### src/rtl/e203_dma_icb_arb.sv
// ============================================================================
// Module   : e203_dma_icb_arb
// Purpose  : Two-master (m0 = CPU, m1 = DMA) to one-slave ICB arbiter.
//            Commands are granted round-robin and locked until their
//            handshake completes. An in-order ID FIFO routes each response
//            back to the master that issued the command.
// Options  : E203_DMA_ARB_FIXED_PRIO_EN - when defined, m0 always wins a
//            contended unlocked grant and no round-robin pointer exists.
// Revision : 1.0 - initial release
// ============================================================================
`default_nettype none

module e203_dma_icb_arb #(
  parameter int ADDR_W     = 32,
  parameter int DATA_W     = 32,
  parameter int OUTS_DEPTH = 4,
  parameter int CNT_W      = 3
) (
  input  logic                clk,
  input  logic                rst,

  // Master 0 (CPU)
  input  logic                m0_icb_cmd_valid,
  output logic                m0_icb_cmd_ready,
  input  logic [ADDR_W-1:0]   m0_icb_cmd_addr,
  input  logic                m0_icb_cmd_read,
  input  logic [DATA_W-1:0]   m0_icb_cmd_wdata,
  input  logic [DATA_W/8-1:0] m0_icb_cmd_wmask,
  output logic                m0_icb_rsp_valid,
  input  logic                m0_icb_rsp_ready,
  output logic                m0_icb_rsp_err,
  output logic [DATA_W-1:0]   m0_icb_rsp_rdata,

  // Master 1 (DMA)
  input  logic                m1_icb_cmd_valid,
  output logic                m1_icb_cmd_ready,
  input  logic [ADDR_W-1:0]   m1_icb_cmd_addr,
  input  logic                m1_icb_cmd_read,
  input  logic [DATA_W-1:0]   m1_icb_cmd_wdata,
  input  logic [DATA_W/8-1:0] m1_icb_cmd_wmask,
  output logic                m1_icb_rsp_valid,
  input  logic                m1_icb_rsp_ready,
  output logic                m1_icb_rsp_err,
  output logic [DATA_W-1:0]   m1_icb_rsp_rdata,

  // Slave (memory side)
  output logic                s_icb_cmd_valid,
  input  logic                s_icb_cmd_ready,
  output logic [ADDR_W-1:0]   s_icb_cmd_addr,
  output logic                s_icb_cmd_read,
  output logic [DATA_W-1:0]   s_icb_cmd_wdata,
  output logic [DATA_W/8-1:0] s_icb_cmd_wmask,
  input  logic                s_icb_rsp_valid,
  output logic                s_icb_rsp_ready,
  input  logic                s_icb_rsp_err,
  input  logic [DATA_W-1:0]   s_icb_rsp_rdata,

  // Status
  output logic [CNT_W-1:0]    arb_outs_cnt,
  output logic                arb_rsp_orphan
);

  localparam int PTR_W = (OUTS_DEPTH > 1) ? $clog2(OUTS_DEPTH) : 1;
  localparam logic [CNT_W-1:0] c_FULL_CNT = CNT_W'(OUTS_DEPTH);

  // --------------------------------------------------------------------------
  // State
  // --------------------------------------------------------------------------
  logic                  r_lock;
  logic                  r_lock_id;
  logic [OUTS_DEPTH-1:0] r_fifo;
  logic [PTR_W-1:0]      r_wptr;
  logic [PTR_W-1:0]      r_rptr;
  logic [CNT_W-1:0]      r_cnt;
  logic                  r_orphan;

  // --------------------------------------------------------------------------
  // Combinational wires
  // --------------------------------------------------------------------------
  logic w_both_pick;
  logic w_grant;
  logic w_gnt_valid;
  logic w_full;
  logic w_empty;
  logic w_cmd_hs;
  logic w_head;
  logic w_to_m0;
  logic w_to_m1;
  logic w_rsp_hs;
  logic w_pop;

  assign w_full  = (r_cnt == c_FULL_CNT);
  assign w_empty = (r_cnt == '0);

`ifdef E203_DMA_ARB_FIXED_PRIO_EN
  // CPU always wins a contended, unlocked grant.
  assign w_both_pick = 1'b0;
`else
  logic r_rr_ptr;

  assign w_both_pick = r_rr_ptr;

  // Round-robin pointer moves to the other master after each accepted command.
  always_ff @(posedge clk or posedge rst) begin
    if (rst) begin
      r_rr_ptr <= 1'b0;
    end else if (w_cmd_hs) begin
      r_rr_ptr <= ~w_grant;
    end
  end
`endif

  // Grant selection: a pending lock overrides arbitration.
  always_comb begin
    w_grant = 1'b0;
    if (r_lock) begin
      w_grant = r_lock_id;
    end else if (m0_icb_cmd_valid && m1_icb_cmd_valid) begin
      w_grant = w_both_pick;
    end else if (m1_icb_cmd_valid) begin
      w_grant = 1'b1;
    end else begin
      w_grant = 1'b0;
    end
  end

  // --------------------------------------------------------------------------
  // Command path
  // --------------------------------------------------------------------------
  assign w_gnt_valid     = w_grant ? m1_icb_cmd_valid : m0_icb_cmd_valid;
  assign s_icb_cmd_valid = w_gnt_valid & ~w_full;
  assign s_icb_cmd_addr  = w_grant ? m1_icb_cmd_addr  : m0_icb_cmd_addr;
  assign s_icb_cmd_read  = w_grant ? m1_icb_cmd_read  : m0_icb_cmd_read;
  assign s_icb_cmd_wdata = w_grant ? m1_icb_cmd_wdata : m0_icb_cmd_wdata;
  assign s_icb_cmd_wmask = w_grant ? m1_icb_cmd_wmask : m0_icb_cmd_wmask;

  assign m0_icb_cmd_ready = s_icb_cmd_ready & ~w_grant & ~w_full;
  assign m1_icb_cmd_ready = s_icb_cmd_ready &  w_grant & ~w_full;

  assign w_cmd_hs = s_icb_cmd_valid & s_icb_cmd_ready;

  // Hold the grant on a stalled command so its payload stays stable.
  always_ff @(posedge clk or posedge rst) begin
    if (rst) begin
      r_lock    <= 1'b0;
      r_lock_id <= 1'b0;
    end else if (s_icb_cmd_valid && !s_icb_cmd_ready) begin
      r_lock    <= 1'b1;
      r_lock_id <= w_grant;
    end else if (w_cmd_hs) begin
      r_lock    <= 1'b0;
    end
  end

  // --------------------------------------------------------------------------
  // Response path
  // --------------------------------------------------------------------------
  assign w_head  = r_fifo[r_rptr];
  assign w_to_m0 = ~w_empty & ~w_head;
  assign w_to_m1 = ~w_empty &  w_head;

  assign m0_icb_rsp_valid = s_icb_rsp_valid & w_to_m0;
  assign m0_icb_rsp_err   = w_to_m0 & s_icb_rsp_err;
  assign m0_icb_rsp_rdata = w_to_m0 ? s_icb_rsp_rdata : '0;

  assign m1_icb_rsp_valid = s_icb_rsp_valid & w_to_m1;
  assign m1_icb_rsp_err   = w_to_m1 & s_icb_rsp_err;
  assign m1_icb_rsp_rdata = w_to_m1 ? s_icb_rsp_rdata : '0;

  // With nothing outstanding, responses are swallowed so the slave never stalls.
  assign s_icb_rsp_ready = w_empty ? 1'b1
                         : (w_head ? m1_icb_rsp_ready : m0_icb_rsp_ready);

  assign w_rsp_hs = s_icb_rsp_valid & s_icb_rsp_ready;
  assign w_pop    = w_rsp_hs & ~w_empty;

  // In-order ID FIFO: push the granted master on accept, pop on response.
  always_ff @(posedge clk or posedge rst) begin
    if (rst) begin
      r_fifo <= '0;
      r_wptr <= '0;
      r_rptr <= '0;
    end else begin
      if (w_cmd_hs) begin
        r_fifo[r_wptr] <= w_grant;
        r_wptr         <= r_wptr + PTR_W'(1);
      end
      if (w_pop) begin
        r_rptr <= r_rptr + PTR_W'(1);
      end
    end
  end

  // Outstanding counter tracks FIFO occupancy.
  always_ff @(posedge clk or posedge rst) begin
    if (rst) begin
      r_cnt <= '0;
    end else if (w_cmd_hs && !w_pop) begin
      r_cnt <= r_cnt + CNT_W'(1);
    end else if (w_pop && !w_cmd_hs) begin
      r_cnt <= r_cnt - CNT_W'(1);
    end
  end

  // Flag a response that arrived with no owner.
  always_ff @(posedge clk or posedge rst) begin
    if (rst) begin
      r_orphan <= 1'b0;
    end else begin
      r_orphan <= s_icb_rsp_valid & w_empty;
    end
  end

  assign arb_outs_cnt   = r_cnt;
  assign arb_rsp_orphan = r_orphan;

endmodule

`default_nettype wire

### config.mk
export PLATFORM = sky130hd
export DESIGN_NAME = e203_dma_icb_arb
export DESIGN_NICKNAME = d
export VERILOG_FILES = /design/src/rtl/e203_dma_icb_arb.sv
export SDC_FILE = /design/constraint.sdc
export NUM_CORES = 1
export LEC_CHECK = 0
export CAP_MARGIN = 20
export CORE_AREA = 2 2 127 129
export DETAILED_ROUTE_END_ITERATION = 7
export DIE_AREA = 0 0 129 131
export MAX_ROUTING_LAYER = met4
export PLACE_DENSITY = 0.63
export SLEW_MARGIN = 10
export SYNTH_ARGS = -nofsm -noshare
export SYNTH_HDL_FRONTEND = slang
export SYNTH_SLANG_ARGS = --single-unit
export TNS_END_PERCENT = 5
### constraint.sdc
create_clock -name clk -period 2.5 [get_ports clk]
set_input_delay 0.625 -clock clk [delete_from_list [all_inputs] [get_ports clk]]
set_output_delay 0.625 -clock clk [all_outputs]
set_load 0.005 [all_outputs]
==> results of run 1 <==
## kinds of logic after synthesis
kind of cell    Yosys count  share of synthesized area [%]
xor+xnor                  6                          2.483
simple gates            125                          23.82
buf+inv                  28                          6.205
flops                    15                          17.73
fa+ha+maj                 6                          3.901
mux                      81                          43.62
compound gates            7                          2.246
## registers in the layout, indices dropped and copies added (netlist names)
signal and count:
arb_rsp_orphan 1, r_lock 1, r_wptr 2, r_rr_ptr 1
r_fifo 4, r_rptr 2, arb_outs_cnt 3, r_lock_id 1
## worst max-delay path, stage by stage
cell,delay [ns]
buf_6,0.09
nor2b_4,0.12
o21ai_4,0.17
buf_8,0.17
buf_12,0.13
buf_6,0.11
mux2_2,0.32
buf_2,0.13
## stage by stage
step / std cells / setup TNS [ns] / total power [mW]
floorplan: 268 / 0 / 2.401
global placement: 805 / -50.08 / 5.260
detailed placement: 805 / -50.28 / 5.330
CTS: 836 / -0.2873 / 5.861
global route: 841 / -0.5490 / 6.798
finish: 841 / -0.03548 / 6.427
## worst paths after layout
check / start / to / slack (ns)
max in group asynchronous: rst / r_rr_ptr / 1.36
min: arb_outs_cnt[2] / arb_outs_cnt[2] / 0.51
max reg2reg: r_rptr[0] / arb_outs_cnt[1] / 0.01
min in group asynchronous: rst / arb_outs_cnt[1] / 0.75
min reg2reg: arb_outs_cnt[2] / arb_outs_cnt[2] / 0.51
max: m0_icb_cmd_valid / s_icb_cmd_addr[30] / -0.009
## metal layers
layer | track usage (%) | share of wire (%)
met1 | 17.58 | 41
met2 | 28.70 | 50
met3 | 3.950 | 8.6
met4 | 2.302 | 1.3
met5 | - | 0
## power groups by stage
stage	logic (mW)	registers (mW)	clock network [mW]
global placement	4.79	0.472	0
finish	5.62	0.491	0.313
CTS	5.06	0.486	0.318
global route	5.96	0.508	0.330
floorplan	1.94	0.465	0
detailed placement	4.85	0.480	0
## cells in the mapped netlist, types with 2 or more instances
cell,count
buf_6,2
nand2_1,39
buf_2,9
clkbuf_1,11
nor2b_1,2
xnor2_1,3
xor2_1,3
dfrtp_1,15
inv_1,6
ha_1,5
mux2_2,40
nand3_1,5
nor2_1,72
nand2b_1,3
mux2_1,37
o21ai_1,2
mux2i_1,2
## repair_timing
action / CTS / global route
endpoints found under the hold margin: 0 / 0
setup endpoints to repair: 143 / 81
pin swaps: 1 / 4
gates resized for setup: 395 / 118
gates cloned: 3 / 1
buffers inserted: 24 / 3
## final cells by class
| type | instances | area (um2) |
|---|---|---|
| Antenna cell | 1 | 2.502 |
| Clock buffer | 4 | 78.83 |
| Fill cell | 1567 | 9371 |
| Inverter | 6 | 22.52 |
| Multi-Input combinational cell | 225 | 1841 |
| Sequential cell | 15 | 375.4 |
| Tap cell | 216 | 270.3 |
| Timing Repair Buffer | 374 | 3636 |
==> flow_metrics.tcl, run 1 <==
set metrics [dict create \
    run_status "complete, but fails checks" \
    violations "setup timing" \
    seqPwrFrac_pct 7.6 \
    drt_iter0_drc 118 \
    finish.utilization_pct 39.92 \
    start_util_pct 13.57 \
    worst_pin_slew_ns 0.5938 \
    arrival_ns 1.88 \
    final-hold-violation-count 0 \
    syn-cell-area_um2 2117 \
    path_class "primary input to output pin" \
    yosysTopAreaCell "mux2_2" \
    die_w_um 129 \
    yosysWarnings 0 \
    critPathCaptureType "output pin" \
    design_area_um2 6226 \
    die_h_um 131 \
    drc 0 \
    ys_seq_area_share_pct 17.73 \
    grt_pass1_vias 3558 \
    grt_usage_pct 15.66 \
    dieArea_um2 16900 \
    ant_nets 0 \
    numCtsBuffers 3 \
    synth_area_per_cell_um2 7.899 \
    dr_total_vias 3425 \
    fin_hold_ws_ns 0.5080 \
    p_sw_share_pct 38.87 \
    row_count 46 \
    synth.top_cells.by_area "mux2_2 21%, mux2_1 20%, dfrtp_1 18%" \
    syn-instance-count 268 \
    setup_ws_ns -0.008941 \
    place_hpwl_mm 11.91 \
    synthArstFlopShare_pct 100.0 \
    grt_pass1_wl_mm 19.59 \
    place_area_um2 5742 \
    nets 810 \
    leakagePower_nw 2.947 \
    clk_pin_slew_ns 0.05 \
    clkPwrFrac_pct 4.9 \
    grt_max_degree 35 \
    vias_per_cell 4.073 \
    p_per_area_nw_per_um2 1032 \
    ys_seq_elements 15 \
    p_int_mw 3.928 \
    cts_buffer_depth 2 \
    drive_gt1_share_pct 35.74 \
    cts_tree "done" \
    routedWlPerCell_um 18.00 \
    fin_skew_ns 0.001641 \
    cp-start-kind "primary input" \
    vdd_drop_max_v 0.0006549 \
    syn_nets 453 \
    fin_crit_ns 2.509 \
    final-max-slew-violation-count 0 \
    holdPathStages 1 \
    clock_latency_ns 0.24 \
    wirelength_mm 15.14 \
    ys.flop_type "dfrtp_1" \
    synth-edff-count 0 \
    final_cell_mix "181 x clkdlybuf4s50_1, 70 x nor2_1, 43 x mux2_4" \
    postCtsHoldBufs 0 \
    power_switching_mw 2.498 \
    place_ws_ns -0.7515 \
    fmax_mhz 398.6 \
    io_buffer_count 323 \
    root_buffer "clkbuf_16" \
    cap_violations 0 \
    final_common_cell "clkdlybuf4s50_1" \
    clock_sinks 15 \
    cp_max_fo 7 \
    reg2reg_depth 7 \
    synth.top_cell.area_share_pct 21.28 \
    antenna_found_initial 1 \
    ios 324 \
    synth_cell_types 29 \
    drt-pass1-iter-count 4 \
    post-route-period-util_pct 100.4 \
    synthToLayoutAreaGrowth_pct 194.1 \
    worst-endpoint-required_ns 1.88 \
    rsz0062_at_grt "yes" \
    ctsHtreeMaxLevel 1 \
    setup_viol 6 \
    grt_overflow 0 \
    gp_congestion 0.8358 \
    core-area_um2 15600 \
    power.share.combinational_pct 87.5 \
    hold_class "register to register" \
    max_slew_margin_pct 60.37 \
]
(Power assumes the default switching activity.)
==> run 2: changes to the inputs <==
- CTS_CLUSTER_DIAMETER: unset -> 200
==> results of run 2 <==
Final layout, timing and power as in run 1 (identical DEF).
==> RTL edit (flow settings as in run 2) <==
`OUTS_DEPTH`: 4 -> 2.
--- a/src/rtl/e203_dma_icb_arb.sv
+++ b/src/rtl/e203_dma_icb_arb.sv
@@ -13,7 +13,7 @@
 module e203_dma_icb_arb #(
   parameter int ADDR_W     = 32,
   parameter int DATA_W     = 32,
-  parameter int OUTS_DEPTH = 4,
+  parameter int OUTS_DEPTH = 2,
   parameter int CNT_W      = 3
 ) (
   input  logic                clk,
Behaviour: not the same (Yosys sat finds a counterexample within 4 cycles, from zero or initial values and one cycle with rst high).
==> RTL edit against run 2 <==
The flow still finishes with violations (negative setup slack). Register-to-register slack improved by 160 ps. Cell area increased by 2.7%. Sequential cell count decreased by 4. Hold slack improved by 18 ps. Routed wire length decreased by 10%. Power increased by 2.3%. First-iteration DRC count decreased by 18%. Via count decreased by 6.7%. Worst setup slack got worse by 44 ps. Area after synthesis decreased by 6.9%. Largest cell class unchanged.
==> RTL edit: results <==
[global_routing]
first_global_vias = 3315
grt_pass1_wl_um = 18200
antenna_found_initial = 0

[worst_setup_path]
path_max_fanout = 4
cp_slowest_cell = mux2_4
cp.arrival_ps = 1930
timing.rr.start = r_lock
worstSetupEndpoint = s_icb_cmd_wdata[18]

[status]
status = complete, but fails checks
violations = negative setup slack

[cells_and_area]
antenna_cells = 0
nNetsFinal = 757
drive_above_1_share_pct = 36.3
fin_cells = 791
largest_register_ff_count = 3

[timing]
final.setup_skew_ps = 1.94
max-slew-margin-rel_pct = 69.6
setup_violations = 11
setup_slack_ps = -53.1

[placed_design]
dpl_cell_area_um2 = 5650
io_buffers = 323
dp_cells = 767
routabilityCongestion = 0.847
pre_cts_slack_ps = -777
hpwl_um = 10300

[power]
pg_clk_mw = 0.293
p_leak_nw = 3.71
p_int_mw = 4.26
ir_worst_vdd_v = 0.000463
p_per_area_nw_per_um2 = 1030
seq-power_mw = 0.391

[logic_synthesis]
syn_nets = 403
yosys.area_share.xor_xnor_pct = 1.78
synth_compound_area_share_pct = 5.33
synth.distinct_cells = 34
synth_common_cells = and3_1 (66), mux2_1 (39), mux2_2 (32)
synth_area_leaders = mux2_1 (22%), and3_1 (21%), mux2_2 (18%)
synth_mux_area_share_pct = 42.1
syn_inst = 222
netlist.top_cell.by_area = mux2_1
yosysSeqAreaShare_pct = 14.0
synth-adder-area-share_pct = 1.65
synthMostInstantiatedCell = and3_1

[routing]
first_iter_violations = 97
num_vias = 3196
post_drt_wl_per_cell_um = 17.1
RTL edit: timing repair:
| item | CTS | global route |
|---|---|---|
| endpoints found under the setup margin | 125 | 129 |
| gates cloned | 6 | 2 |
| setup buffers | 16 | 1 |
| gates resized for setup | 351 | 123 |
| pin swaps | 1 | 1 |
RTL edit: final cells by class:
| cell class | count | area, um2 |
|---|---|---|
| Clock buffer | 4 | 78.8 |
| Inverter | 4 | 15.0 |
| Fill cell | 1512 | 9210 |
| Sequential cell | 11 | 277 |
| Timing Repair Buffer | 370 | 3870 |
| Multi-Input combinational cell | 186 | 1880 |
| Tap cell | 216 | 270 |
RTL edit: layer usage:
| layer | vias to the layer above | GRT usage (%) | wire length (um) |
|---|---|---|---|
| met5 | - | - | 0 |
| met1 | 1440 | 15.2 | 5160 |
| met4 | 0 | 4.80 | 329 |
| li1 | 1532 | - | - |
| met2 | 206 | 26.2 | 6640 |
| met3 | 18 | 4.40 | 1430 |
